**src/rtl/banco_mem_pkg.sv**
```systemverilog
// Shared definitions for the parametrised data-memory bank of the nRisc
// datapath: sequencer states and the default geometry used by the datapath top.
package banco_mem_pkg;

  // LIMPA: clear sequencer running; PRONTO: normal read/write service.
  typedef enum logic {
    LIMPA  = 1'b0,
    PRONTO = 1'b1
  } estado_t;

  localparam int BM_DATA_W = 8;
  localparam int BM_ADDR_W = 8;
  localparam int BM_DEPTH  = 256;

endpackage

```
**src/rtl/banco_mem_param_if.sv**
```systemverilog
// Bus between the ALU/address path (master) and the memory bank (slave).
interface banco_mem_param_if #(
  parameter int DATA_W = 8,
  parameter int ADDR_W = 8
);
  logic [ADDR_W-1:0] endereco;
  logic [DATA_W-1:0] dado;
  logic              escreverMem;
  logic              lerMem;
  logic [DATA_W-1:0] out;
  logic              out_valido;
  logic              ocupado;
  logic              ender_invalido;
  logic              erro_paridade;

  modport master (
    output endereco, dado, escreverMem, lerMem,
    input  out, out_valido, ocupado, ender_invalido, erro_paridade
  );

  modport slave (
    input  endereco, dado, escreverMem, lerMem,
    output out, out_valido, ocupado, ender_invalido, erro_paridade
  );
endinterface

```
**src/rtl/banco_mem_array.sv**
```systemverilog
// Storage array: one write port, one registered read port with write-first
// bypass, and an optional per-word even-parity bit (macro BANCO_MEM_PARITY_EN).
module banco_mem_array #(
  parameter int DATA_W = 8,
  parameter int ADDR_W = 8,
  parameter int DEPTH  = 256
) (
  input  logic              clock,
  input  logic              reset_n,
  input  logic              we_i,
  input  logic [ADDR_W-1:0] waddr_i,
  input  logic [DATA_W-1:0] wdata_i,
  input  logic              re_i,
  input  logic [ADDR_W-1:0] raddr_i,
  input  logic              rzero_i,
  output logic [DATA_W-1:0] rdata_o,
  output logic              par_err_o
);

  logic [DATA_W-1:0] mem [DEPTH];
  logic [DATA_W-1:0] rdata_q, rdata_d;
  logic              bypass;

  assign bypass = we_i && (waddr_i == raddr_i);

  // Write port: word stored exactly as presented.
  always_ff @(posedge clock) begin
    if (we_i) mem[waddr_i] <= wdata_i;
  end

  // Read data select: out-of-range reads give zero, same-address write wins.
  always_comb begin
    rdata_d = rdata_q;
    if (re_i) begin
      if (rzero_i)     rdata_d = '0;
      else if (bypass) rdata_d = wdata_i;
      else             rdata_d = mem[raddr_i];
    end
  end

  // Read register: holds its value when no read is requested.
  always_ff @(posedge clock) begin
    if (!reset_n) rdata_q <= '0;
    else          rdata_q <= rdata_d;
  end

  assign rdata_o = rdata_q;

`ifdef BANCO_MEM_PARITY_EN
  logic par_mem [DEPTH];
  logic par_err_q, par_err_d;

  // Parity port: even parity computed on every write, including the clear.
  always_ff @(posedge clock) begin
    if (we_i) par_mem[waddr_i] <= ^wdata_i;
  end

  // Parity check only on real in-range array reads; bypassed data is fresh.
  always_comb begin
    par_err_d = 1'b0;
    if (re_i && !rzero_i && !bypass) par_err_d = (par_mem[raddr_i] != ^mem[raddr_i]);
  end

  // Parity error flag: one-cycle pulse alongside the read strobe.
  always_ff @(posedge clock) begin
    if (!reset_n) par_err_q <= 1'b0;
    else          par_err_q <= par_err_d;
  end

  assign par_err_o = par_err_q;
`else
  assign par_err_o = 1'b0;
`endif

endmodule

```
**src/rtl/banco_mem_param.sv**
```systemverilog
// Parametrised data-memory bank (successor of bancoMem). After reset a
// sequencer writes INIT_VAL to every word while ocupado is high; afterwards
// reads are registered (1-cycle latency, out_valido strobe), read-during-write
// is write-first and addresses >= DEPTH raise ender_invalido.
// Optional parity storage/check is enabled with macro BANCO_MEM_PARITY_EN.
module banco_mem_param
  import banco_mem_pkg::*;
#(
  parameter int                DATA_W   = BM_DATA_W,
  parameter int                ADDR_W   = BM_ADDR_W,
  parameter int                DEPTH    = BM_DEPTH,
  parameter logic [DATA_W-1:0] INIT_VAL = '0
) (
  input  logic              clock,
  input  logic              reset_n,
  banco_mem_param_if.slave  bus
);

  // ptr is one bit wider so DEPTH == 2**ADDR_W still compares cleanly.
  localparam logic [ADDR_W:0] DEPTH_W = (ADDR_W+1)'(DEPTH);
  localparam logic [ADDR_W:0] LAST_W  = (ADDR_W+1)'(DEPTH - 1);

  estado_t           state_q, state_d;
  logic [ADDR_W:0]   ptr_q, ptr_d;
  logic              ocupado_q;
  logic              out_valido_q;
  logic              ender_invalido_q;

  logic              clr_we;
  logic              pronto;
  logic              in_range;
  logic              arr_we, arr_re;
  logic [ADDR_W-1:0] arr_waddr;
  logic [DATA_W-1:0] arr_wdata;
  logic [DATA_W-1:0] arr_rdata;
  logic              arr_par_err;

  assign pronto   = (state_q == PRONTO);
  assign in_range = ({1'b0, bus.endereco} < DEPTH_W);

  // Next-state logic for the clear sequencer.
  always_comb begin
    state_d = state_q;
    ptr_d   = ptr_q;
    clr_we  = 1'b0;
    case (state_q)
      LIMPA: begin
        clr_we = 1'b1;
        ptr_d  = ptr_q + 1'b1;
        if (ptr_q == LAST_W) state_d = PRONTO;
      end
      PRONTO: begin
        state_d = PRONTO;
      end
      default: state_d = LIMPA;
    endcase
  end

  // Array port muxing; nothing reaches the array in a reset cycle.
  always_comb begin
    arr_we    = 1'b0;
    arr_re    = 1'b0;
    arr_waddr = bus.endereco;
    arr_wdata = bus.dado;
    if (reset_n) begin
      if (clr_we) begin
        arr_we    = 1'b1;
        arr_waddr = ptr_q[ADDR_W-1:0];
        arr_wdata = INIT_VAL;
      end else if (pronto) begin
        arr_we = bus.escreverMem && in_range;
        arr_re = bus.lerMem;
      end
    end
  end

  // State, pointer and status flags.
  always_ff @(posedge clock) begin
    if (!reset_n) begin
      state_q          <= LIMPA;
      ptr_q            <= '0;
      ocupado_q        <= 1'b1;
      out_valido_q     <= 1'b0;
      ender_invalido_q <= 1'b0;
    end else begin
      state_q          <= state_d;
      ptr_q            <= ptr_d;
      ocupado_q        <= (state_d == LIMPA);
      out_valido_q     <= arr_re;
      ender_invalido_q <= pronto && (bus.lerMem || bus.escreverMem) && !in_range;
    end
  end

  banco_mem_array #(
    .DATA_W (DATA_W),
    .ADDR_W (ADDR_W),
    .DEPTH  (DEPTH)
  ) u_array (
    .clock     (clock),
    .reset_n   (reset_n),
    .we_i      (arr_we),
    .waddr_i   (arr_waddr),
    .wdata_i   (arr_wdata),
    .re_i      (arr_re),
    .raddr_i   (bus.endereco),
    .rzero_i   (!in_range),
    .rdata_o   (arr_rdata),
    .par_err_o (arr_par_err)
  );

  assign bus.out            = arr_rdata;
  assign bus.out_valido     = out_valido_q;
  assign bus.ocupado        = ocupado_q;
  assign bus.ender_invalido = ender_invalido_q;
  assign bus.erro_paridade  = arr_par_err;

endmodule

```
**src/flat_wrapper.sv**
```systemverilog
// flat-port wrapper written by rule: the top's interface ports become plain ports
module banco_mem_param_flat import banco_mem_pkg::*;
#(
  parameter int                DATA_W   = BM_DATA_W,
  parameter int                ADDR_W   = BM_ADDR_W,
  parameter int                DEPTH    = BM_DEPTH,
  parameter logic [DATA_W-1:0] INIT_VAL = '0
)
  (clock, reset_n, bus_endereco, bus_dado, bus_escreverMem, bus_lerMem, bus_out, bus_out_valido, bus_ocupado, bus_ender_invalido, bus_erro_paridade);
  banco_mem_param_if #(.DATA_W(DATA_W), .ADDR_W(ADDR_W)) bus_i ();
  input  logic clock;
  input  logic reset_n;
  input wire logic [$bits(bus_i.endereco)-1:0] bus_endereco;
  input wire logic [$bits(bus_i.dado)-1:0] bus_dado;
  input wire logic [$bits(bus_i.escreverMem)-1:0] bus_escreverMem;
  input wire logic [$bits(bus_i.lerMem)-1:0] bus_lerMem;
  output wire logic [$bits(bus_i.out)-1:0] bus_out;
  output wire logic [$bits(bus_i.out_valido)-1:0] bus_out_valido;
  output wire logic [$bits(bus_i.ocupado)-1:0] bus_ocupado;
  output wire logic [$bits(bus_i.ender_invalido)-1:0] bus_ender_invalido;
  output wire logic [$bits(bus_i.erro_paridade)-1:0] bus_erro_paridade;
  assign bus_i.endereco = bus_endereco;
  assign bus_i.dado = bus_dado;
  assign bus_i.escreverMem = bus_escreverMem;
  assign bus_i.lerMem = bus_lerMem;
  assign bus_out = bus_i.out;
  assign bus_out_valido = bus_i.out_valido;
  assign bus_ocupado = bus_i.ocupado;
  assign bus_ender_invalido = bus_i.ender_invalido;
  assign bus_erro_paridade = bus_i.erro_paridade;
  banco_mem_param #(.DATA_W(DATA_W), .ADDR_W(ADDR_W), .DEPTH(DEPTH), .INIT_VAL(INIT_VAL)) u_core (.clock(clock), .reset_n(reset_n), .bus(bus_i));
endmodule
```
**config.mk**
```make
export PLATFORM = sky130hd
export DESIGN_NAME = banco_mem_param_flat
export DESIGN_NICKNAME = d
export VERILOG_FILES = /design/src/rtl/banco_mem_pkg.sv /design/src/rtl/banco_mem_param_if.sv /design/src/rtl/banco_mem_array.sv /design/src/rtl/banco_mem_param.sv /design/src/flat_wrapper.sv
export SDC_FILE = /design/constraint.sdc
export NUM_CORES = 2
export LEC_CHECK = 0
export CORE_UTILIZATION = 63
export DETAILED_ROUTE_END_ITERATION = 10
export MAX_ROUTING_LAYER = met4
export PLACE_DENSITY_LB_ADDON = 0.05
export SYNTH_ARGS = -nofsm -noshare
export SYNTH_HDL_FRONTEND = slang
export SYNTH_SLANG_ARGS = --single-unit
```
**constraint.sdc**
```tcl
create_clock -name clock -period 13.8 [get_ports clock]
set_input_delay 2.76 -clock clock [delete_from_list [all_inputs] [get_ports clock]]
set_output_delay 2.76 -clock clock [all_outputs]
set_load 0.05 [all_outputs]
```
# [Word-level counts from Yosys, hierarchy flattened]
# Memories as Yosys holds them, arrays and structs flattened. A register that Yosys moved wholly into a read port is not among the register bits.
# Index checks and enable logic that the tools add are counted.
[op_classes] reduce_logical=1 bitwise=2 n_addsub=1 n_eq_ne=1 muxes=12
[ops] cell="8-bit 2-to-1 mux" n=4
[ops] cell="9-bit by 1-bit adder with 9-bit output, second input constant" n=1
[ops] cell="9-bit by 8-bit == test with 1-bit output, second input constant" n=1
[ops] cell="1-bit 2-to-1 mux" n=7
[ops] cell="1-bit inverter" n=2
[ops] cell="1-bit one-hot mux with 2 select lines" n=1
[ops] cell="1-bit zero test" n=1
[totals] in_bits=20 mem_count=1 out_inout_bits=12 ram_bits=2048 register_bits=12 wordCells=22
[memory_table] memory="u_core.u_array.mem" depth=256 word_bits=8 read_ports=1 rd_ports_with_merged_regs=1 wr=1 line_no="banco_mem_array.sv:20" rtl="logic [DATA_W-1:0] mem [DEPTH];"

# [Depth between registers and ports, before layout]
[logic_depth] depth_word=4 depth_mapped=12 mapped_depth_nobuf=7

# [Hierarchy]
# Synthesis repeated with hierarchy kept, for this count alone.
[hier_totals] hier_cells=3842 hier_area_um2=81095.3
[modules_own_cells] module="banco_mem_array" cells_per_inst=3765 n_inst=1 area_per_inst_um2=80434.6 seq_area_each_um2=61659.1
[modules_own_cells] module="banco_mem_param" cells_per_inst=77 n_inst=1 area_per_inst_um2=660.6 seq_area_each_um2=240.2

# [Least setup slack after synthesis]
# Ideal clock, no wire load.
[synth_timing] path_type="input to register" from="input port reset_n" to="register u_core.u_array.rdata_q[5] (netlist: u_core.u_array.rdata_o[5]), read port of u_core.u_array.mem" stages=5 slack_ps=2956 t_arrival_ps=10731 setup_time_ps=112 required_ps=13688 n_path_buf=0 path_cell_list="nor2b_1 nor2b_1 o311ai_0 a211o_1 o311ai_1"
[synth_between] elab_chain_cells=1 word_cells_on_any_way=2 classes_between="mux (1); reduce/logical (1)"
[synth_lines] element="start, declared" line_no="flat_wrapper.sv:12" rtl="input logic reset_n;"
[synth_lines] element="1-bit 2-to-1 mux / 1-bit zero test (equally long branches)"
[synth_lines] element="end, declared" line_no="banco_mem_array.sv:21" rtl="logic [DATA_W-1:0] rdata_q, rdata_d;"
# Parallel ways exist; a longest one is shown, timed or not.
# A chain may end at the register's enable or synchronous reset.

# [Worst setup path after layout]
[layout_timing] from="input port reset_n" to="memory u_core.u_array.mem[24][2], enable pin"
[layout_between] elab_chain_cells=3 word_cells_on_any_way=4 classes_between="mux (4)"
[layout_lines] element="1-bit 2-to-1 mux" line_no="banco_mem_param.sv:65" rtl="if (reset_n) begin"
[layout_lines] element="1-bit 2-to-1 mux" line_no="banco_mem_array.sv:28" rtl="if (we_i) mem[waddr_i] <= wdata_i;"
[layout_lines] element="1-bit 2-to-1 mux (implied by the code)" line_no="banco_mem_array.sv:28"
[layout_lines] element="end, declared" line_no="banco_mem_array.sv:20"
# Parallel ways exist; a longest one is shown, timed or not.

==> impl_metrics.toml <==
[die]
core_area_um2 = 128000
start_util_pct = 63.5
std_cell_rows = 131
fp.dieW_um = 361
fp.dieH_um = 361
die_area_um2 = 130000
io_pins = 32

[worst_hold_path]
hp-class = "reg2reg"
min_path_cells = 3
min_from = "u_core.ptr_q[8]"
worstHoldEndpoint = "u_core.ptr_q[8]"

[yosys]
synthTopCellsByArea = "edfxtp_1 76%, mux4_2 14%, mux2i_1 1.9%"
synthFlopType = "edfxtp_1"
synth_top_area_cell = "edfxtp_1"
yosys_warnings = 0
synth_edf_count = 2048
synth-async-reset-ratio_pct = 0
syn_area_per_cell_um2 = 20.7
post-synth-top-area-fraction_pct = 75.8
synthesis.instances = 3922
synth_cell_types = 71
syn-cell-area_um2 = 81100
synth_seq_area_share_pct = 76.3
ys_seq_elements = 2068

[routing]
wl_per_cell_um = 36.4
ant_nets = 0
drc = 0
vias = 41500
drtIter0Drc = 6663
drt_pass1_iterations = 6
wirelength_um = 212000
vias_per_cell = 7.13

[cells_and_area]
drive_gt1_share_pct = 21.6
layout.nets = 4005
synthToLayoutAreaGrowth_pct = 10.4
fillCellCount = 7682

[critical_path]
required_ps = 14250
rr_startpoint = "u_core.pronto"
worstSetupPathType = "in2reg"
reg2reg_to = "u_core.u_array.mem[24][2]"
r2r_cells = 5
path_buf_inv = 2
slowest_delay_ps = 1210
cp_top_family = "simple AND/OR/NAND/NOR gates"
start_kind = "primary input"
cp-end-kind = "flip-flop"
crit_chain = "clkdlybuf4s50_1, buf_4, nand2_1, o31ai_1, nand3_2, nor2_1"
cp_max_fo = 27
reg2reg_slack_ps = 8670
critical_path_arrival_ps = 7480
slowest_stage = "o31ai_1"

[clock_tree]
clkLatencyLatePin_ps = 830
cts_tree = "built"
clockBufferDepth = 3
post_cts_resized = 0
postCtsHoldBufs = 0
clkTransAtPathRegs_ps = 60
htreeDepth = 4
root_buffer = "clkbuf_16"
cts_setup_buffers = 0
cts_sinks = 2068
cts_buffers = 197

[grt]
met1_usage_pct = 48.7
grt_overflow_total = 0
grt_most_used_layer = "met2"
grt_start_max_net_pins = 187
gr-usage-met3_pct = 7.90
use_met2_pct = 49.2
antenna_found_initial = 16
grt_use_total_pct = 34.2
grt_pass1_vias = 40300
grt_pass1_wl_um = 300000

[sta]
max-slew-margin-rel_pct = 4.43
finalSetupViolCount = 0
fmax_ghz = 0.142
hold_viol = 0
final_max_slew_viol_count = 0
skew_ps = 30.8
post-route-min-period_ps = 7030
rsz0062_at_grt = "no"
post-route-period-util_pct = 50.9
tightestPinTransition_ps = 1400
setup_tns_ps = 0

[job]
maxCapViolations = 0

[placement]
port_buffers = 29
gp_congestion = 0.932
dp_hpwl_um = 131000

[pwr]
powerDensity_nw_per_um2 = 145
ir_drop_mv = 0.139
leakagePower_nw = 28.0
total_power_mw = 13.0

[run_status]
outcome = "finished clean"
-- tightest hold or removal path, delay by kind of cell, from the launching register on --
kind               cells  cell delay (ps)
and+or+nand+nor        2              170
AOI/OAI and AO/OA      1               70
DFF                    1              330
-- synthesized netlist by cell type, types with 4 or more instances --
cell type / number
buf_6: 23
a31oi_1: 4
nand4_1: 12
and2_1: 15
o22ai_1: 32
mux2_1: 5
inv_1: 15
or3_1: 7
a2111oi_0: 4
o211ai_1: 8
buf_1: 12
nand2b_1: 19
buf_2: 82
clkbuf_1: 89
a221oi_1: 10
a21oi_1: 30
o311ai_0: 4
o221ai_1: 16
nor2b_1: 27
a311oi_1: 6
nor4b_1: 5
mux2i_1: 155
xor2_1: 11
nor2_1: 293
edfxtp_1: 2048
o31ai_1: 5
xnor2_1: 4
a211o_1: 7
a22oi_1: 67
nor4_1: 23
nor3b_1: 7
buf_4: 31
a211oi_1: 8
o21ai_0: 34
mux2_2: 11
nand2_1: 108
a22o_1: 4
dfxtp_1: 20
nand3b_1: 12
o21ai_1: 8
nand3_1: 39
mux4_2: 489
nor3_1: 61
-- cell type report --
cell class                 instances  area [um2]  area share (%)
inverter                          15        56.3          0.0629
sequential                      2068       61900            69.1
clock inverter                   131        1460            1.63
antenna                           15        37.5          0.0419
clock buffer                     231        5090            5.68
timing repair buffer             100         891           0.995
multi-input combinational       1601       18000            20.1
tap                             1662        2080            2.32
-- cell usage in the layout (no fill, tap or decap), drive strengths merged, types with 19 or more instances in the layout --
cell type	Yosys	final
a22oi	67	67
nor2b	27	27
inv	15	22
buf	150	77
mux2i	155	155
nand2	108	108
mux4	489	489
o21ai	43	43
o22ai	32	32
nor2	293	293
bufinv	0	27
clkinv	0	89
clkdlybuf4s50	0	23
nor3	61	61
a21oi	30	30
nand2b	19	19
nand3	39	39
clkbuf	89	231
dfxtp	20	20
edfxtp	2048	2048
nor4	23	23
-- where the power goes --
group          internal (mW)  switching, mW
Sequential              6.91        0.00368
Combinational          0.204          0.437
Clock                   3.15           2.32
-- state kept, by name, summed over array words and instances, names as in the netlist --
name                    count
u_core.u_array.mem       2048
u_core.bus.out_valido       1
u_core.u_array.rdata_o      8
u_core.pronto               1
u_core.bus.ocupado          1
u_core.ptr_q                9
-- metal layers --
| layer | vias up | wire length (um) |
|---|---|---|
| met5 | - | 0 |
| met4 | 0 | 8860 |
| li1 | 16400 | - |
| met3 | 445 | 24600 |
| met2 | 2834 | 97600 |
| met1 | 21800 | 80600 |
-- per-stage QoR --
step,cell area (um2),utilization [%],cells,hold slack [ps],setup WS (ps)
2_1_floorplan,81100,-,3923,528,2960
3_3_place_gp,82900,64.9,5445,545,6220
3_5_place_dp,82900,64.9,5445,578,6180
4_1_cts,89500,70.1,5807,593,7040
6_report,89500,70.1,5823,605,6770
5_1_grt,89500,70.1,5818,646,6780
-- worst max path at each step --
stage | depth (start not counted) | endpoint | slack [ps] | from
2_1_floorplan | 5 | u_core.u_array.rdata_o[5] | 2960 | reset_n
3_3_place_gp | 9 | u_core.u_array.rdata_o[3] | 6220 | bus_endereco[0]
3_5_place_dp | 6 | u_core.u_array.mem[188][6] | 6180 | reset_n
4_1_cts | 6 | u_core.u_array.mem[184][6] | 7040 | reset_n
5_1_grt | 6 | u_core.u_array.mem[120][6] | 6780 | reset_n
6_report | 6 | u_core.u_array.mem[24][2] | 6770 | reset_n
-- cells by family (layout without fill, tap and decap cells) --
kind of cell	after synthesis	after routing	synth area share (%)
XOR/XNOR	15	15	0.162
AO/OA/AOI/OAI	277	277	2.43
flip-flops	2068	2068	76.3
multiplexers	660	660	15.7
buffers and inverters	254	477	1.69
other	1	17	0.00462
adder cells (fa/ha/maj)	2	2	0.0308
AND/OR/NAND/NOR	645	645	3.68
No activity file was read; power rests on OpenSTA's default activity.
